$ cat config.mk
export PLATFORM = sky130hd
export DESIGN_NAME = uart_cmd_assembler
export DESIGN_NICKNAME = d
export VERILOG_FILES = /design/src/rtl/uart_cmd_assembler.sv
export SDC_FILE = /design/constraint.sdc
export NUM_CORES = 1
export LEC_CHECK = 0
export CAP_MARGIN = 20
export CELL_PAD_IN_SITES_DETAIL_PLACEMENT = 0
export CELL_PAD_IN_SITES_GLOBAL_PLACEMENT = 1
export CORE_ASPECT_RATIO = 1.4
export CORE_MARGIN = 3
export CORE_UTILIZATION = 45
export DETAILED_ROUTE_END_ITERATION = 16
export PLACE_DENSITY = 0.95
export SYNTH_ARGS = -nofsm -noshare
export SYNTH_HDL_FRONTEND = slang
export SYNTH_SLANG_ARGS = --single-unit
$ cat constraint.sdc
create_clock -name clk -period 2.9 [get_ports clk]
set_clock_uncertainty 0.05 [all_clocks]
set_input_delay 0.58 -clock clk [delete_from_list [all_inputs] [get_ports clk]]
set_output_delay 0.58 -clock clk [all_outputs]
set_load 0.005 [all_outputs]
$ cat src/rtl/uart_cmd_assembler.sv
// Packs NUM_BYTES received UART bytes into one command word, first byte in the MSBs.
// It holds a finished command until it is acknowledged and drops a partial command that stalls too long.
module uart_cmd_assembler #(
  parameter int unsigned NUM_BYTES = 3,
  parameter int unsigned TIMEOUT   = 1000000
) (
  input  logic                   clk,
  input  logic                   rst_n,
  input  logic                   rx_rdy,
  input  logic [7:0]             rx_data,
  output logic                   clr_rx_rdy,
  output logic [8*NUM_BYTES-1:0] cmd,
  output logic                   cmd_rdy,
  input  logic                   clr_cmd_rdy,
  output logic                   frm_err
);

  localparam int unsigned CMD_W = 8 * NUM_BYTES;
  localparam int unsigned CNT_W = $clog2(NUM_BYTES + 1);
  localparam int unsigned TMO_W = $clog2(TIMEOUT);

  typedef enum logic [1:0] {
    IDLE  = 2'd0,
    ACCUM = 2'd1,
    FULL  = 2'd2
  } state_e;

  state_e             state_q, state_d;
  logic [CNT_W-1:0]   cnt_q, cnt_d;
  logic [TMO_W-1:0]   tmo_q, tmo_d;
  logic [CMD_W-1:0]   cmd_q, cmd_d;
  logic               cmd_rdy_q, cmd_rdy_d;
  logic               frm_err_q, frm_err_d;
  logic               cap;

  // Capture is gated with rst_n so the receiver is never acknowledged during reset.
  assign cap        = rx_rdy & ~cmd_rdy_q & (state_q != FULL) & rst_n;
  assign clr_rx_rdy = cap;
  assign cmd        = cmd_q;
  assign cmd_rdy    = cmd_rdy_q;
  assign frm_err    = frm_err_q;

  always_comb begin
    state_d   = state_q;
    cnt_d     = cnt_q;
    tmo_d     = tmo_q;
    cmd_d     = cmd_q;
    cmd_rdy_d = cmd_rdy_q;
    frm_err_d = 1'b0;
    if (cap) begin
      cmd_d = {cmd_q[CMD_W-9:0], rx_data};
    end
    unique case (state_q)
      IDLE: begin
        tmo_d = '0;
        if (cap) begin
          cnt_d   = CNT_W'(1);
          state_d = ACCUM;
        end
      end
      ACCUM: begin
        if (cap) begin
          tmo_d = '0;
          if (cnt_q == CNT_W'(NUM_BYTES - 1)) begin
            cnt_d     = '0;
            cmd_rdy_d = 1'b1;
            state_d   = FULL;
          end else begin
            cnt_d = cnt_q + CNT_W'(1);
          end
        end else if (tmo_q == TMO_W'(TIMEOUT - 2)) begin
          // The increment would reach TIMEOUT-1: abandon the partial command instead.
          cnt_d     = '0;
          tmo_d     = '0;
          frm_err_d = 1'b1;
          state_d   = IDLE;
        end else begin
          tmo_d = tmo_q + TMO_W'(1);
        end
      end
      FULL: begin
        tmo_d = '0;
        if (clr_cmd_rdy) begin
          cmd_rdy_d = 1'b0;
          state_d   = IDLE;
        end
      end
      default: begin
        state_d = IDLE;
      end
    endcase
  end

  always_ff @(posedge clk or negedge rst_n) begin
    if (!rst_n) begin
      state_q   <= IDLE;
      cnt_q     <= '0;
      tmo_q     <= '0;
      cmd_q     <= '0;
      cmd_rdy_q <= 1'b0;
      frm_err_q <= 1'b0;
    end else begin
      state_q   <= state_d;
      cnt_q     <= cnt_d;
      tmo_q     <= tmo_d;
      cmd_q     <= cmd_d;
      cmd_rdy_q <= cmd_rdy_d;
      frm_err_q <= frm_err_d;
    end
  end

endmodule
==> reports/qor.txt <==
Status - finished clean
Vias in the first global route - 1,789
WL final - 4840 um
Post-synth EDFFs - 0
Via count - 1,814
HPWL reported at the end of detailed placement - 3480 um
Least-Margin Pin Slew - 0.686 ns
WP data required - 2.27 ns
Fin nets - 273
CP Data Arrival Time - 1.88 ns
Commonest non-fill, non-tap cell in the layout - dfrtp_1
Yosys warning count - 0
Max stage delay cell, worst path - clkdlybuf4s50_1
Vias per inst - 5.60
Post-CTS Hold Fix Bufs - 0
Initial core utilization - 0.478
Post-synth net total - 232
Core Box Area - 4950 um^2
Bufs on Longest Clock Path - 2
Starting DRT DRC Count - 149
Crit. End Element - primary output
DR pass1 iterations - 4
I/O pin total - 39
Syn avg cell area - 10.9 um^2
Final setup fails - 0
RSZ-0062 raised after global routing - no
Clock Sinks - 50
Critical Path Fanout Max - 4
TritonCTS clock tree - done
Setup TNS - 0 ns
Routed WL per cell - 14.9 um
Filler Cell Count - 435
Minimum clock period - 2.51 ns
Hold WC Path Type - input port to asynchronous set/reset pin
Number of diodes - 0
Async SR Flop Fraction - 1.00
Layout area overhead - 22.5%
GPL Wtd Cong - 0.817
Final count of hold timing violations - 0
Layout cells sized above 1 - 0.177
Syn Inst Count - 218
Setup WS post-layout - 0.389 ns
Row cnt - 30
# DRC - 0
Post-synthesis cell area - 2370 um^2
Final ANT Viol Nets - 0
Postcts setup bufs - 0
Initial antenna violation count - 0
First-pass GRT wire length - 8080 um
CP max stage delay - 0.53 ns
Skew-Pair Late Insertion Delay - 0.30 ns
Worst-path cell chain - clkdlybuf4s50_1, nand3b_1, a21oi_2, clkdlybuf4s50_1
CTS Root Cell - clkbuf_8
Largest net degree at the start of global routing - 51
Setup crit start kind - input port
Slew Limit Fails - 0
Die width - 67.3 um
Rel. slew slack - 0.543
Port bufs - 38
Tcrit/Tclk final - 0.866
Commonest cells after routing, fill and taps aside - dfrtp_1, clkdlybuf4s50_1, mux2_2
Number of H-tree levels - 2
Flop and latch count out of synthesis - 50
Setup Crit Path Kind - input port to primary output
Peak Freq - 398 MHz
Total GRT Usage - 0.169
Post-CTS resize count - 0
Ys flop type - dfrtp_1
DIE AREA - 6190 um^2
Number of max-cap violations - 0
Place WS - 0.390 ns
Critical Path Most Common Cell - clkdlybuf4s50_1
Die Height - 91.9 um
Total grt overflow - 0
Worst vdd ir - 0.000289 V
Distinct cells, synth - 43
Clock-pin slew on the worst setup and hold paths - 0.08 ns
Lkg Pwr - 1.20 nW
CTS buffer count - 5
Seq/Total Area, Yosys - 0.528
Pwr dens - 724 nW/um^2
[per-layer routing]
layer  wire length (um)  GRT usage  up-vias  part of all wire
li1                   -          -      870                 -
met1               1950      0.190      882              0.40
met2               2540      0.304       54              0.52
met3                278     0.0294        8             0.057
met4                 74     0.0694        0             0.015
met5                  0          0        -                 0
[synthesized netlist by cell type (3+ instances only)]
cell,number,share of area
dfrtp_1,50,0.53
and3_1,5,0.013
or3_1,6,0.016
nand4_1,8,0.021
o21ai_0,9,0.019
nand3_1,11,0.023
inv_1,10,0.016
nor2_1,10,0.016
nand2_1,15,0.024
nor2b_1,3,0.0079
nor3_1,5,0.011
o21ai_1,6,0.013
mux2_2,24,0.11
a21oi_1,12,0.025
nor3b_1,4,0.013
a21o_1,5,0.016
[where the power goes]
group	switching (mW)	internal (mW)	total, mW
sequential	0.126	0.859	0.985
clock	0.220	0.257	0.477
combinational	0.242	0.398	0.640
total	0.588	1.51	2.10
[path summary, 6_finish.rpt]
| path | cells past startpoint | from | end | slack, ns |
|---|---|---|---|---|
| worst max-delay path | 4 | rx_rdy | clr_rx_rdy | 0.39 |
| worst min-delay path | 2 | rst_n | cmd[2] | 0.34 |
| worst max register to register | 7 | tmo_q[0] | tmo_q[8] | 0.94 |
| worst min register to register | 1 | cmd[22] | cmd[22] | 0.46 |
| max in group asynchronous | 2 | rst_n | cmd[22] | 2.03 |
| min in group clk | 1 | cmd[22] | cmd[22] | 0.46 |
[cells by family (layout without fill, tap and decap cells)]
group	count (synthesis)	count (layout)	synth area share
DFF	50	50	0.528
muxes	25	25	0.118
AOI/OAI and AO/OA	42	42	0.111
buffers and inverters	16	58	0.0359
and+or+nand+nor	83	83	0.196
adders and majority gates	2	2	0.0106
[per-stage QoR]
| stage | util | cells | power, mW | instance area [um^2] | hold WS [ns] |
|---|---|---|---|---|---|
| global placement | 0.564 | 316 | 1.62 | 2790 | 0.440 |
| finish | 0.586 | 324 | 2.10 | 2900 | 0.342 |
| global route | 0.586 | 324 | 2.24 | 2900 | 0.392 |
| floorplan | - | 218 | 1.29 | 2370 | 0.234 |
| detailed placement | 0.564 | 316 | 1.65 | 2790 | 0.447 |
| CTS | 0.586 | 324 | 2.13 | 2900 | 0.364 |
[final cells by class]
class,count,area [um^2],share of cell area
timing repair buffer,40,390,0.134
clock inverter,2,37.5,0.0129
sequential,50,1250,0.431
tap,64,80.1,0.0276
multi-input combinational,152,1030,0.356
inverter,10,37.5,0.0129
clock buffer,6,72.6,0.0250
[state kept, by name (all words and copies together), names as in the netlist]
signal,cells
frm_err,1
cnt_q,2
cmd,24
tmo_q,20
state_q,2
cmd_rdy,1
[critical path: cells and delay by family]
family | cells | cell delay (ns)
buffers and inverters | 2 | 0.98
AOI/OAI and AO/OA | 1 | 0.16
and+or+nand+nor | 1 | 0.16
Note: power is estimated with default switching activity, not from simulation.
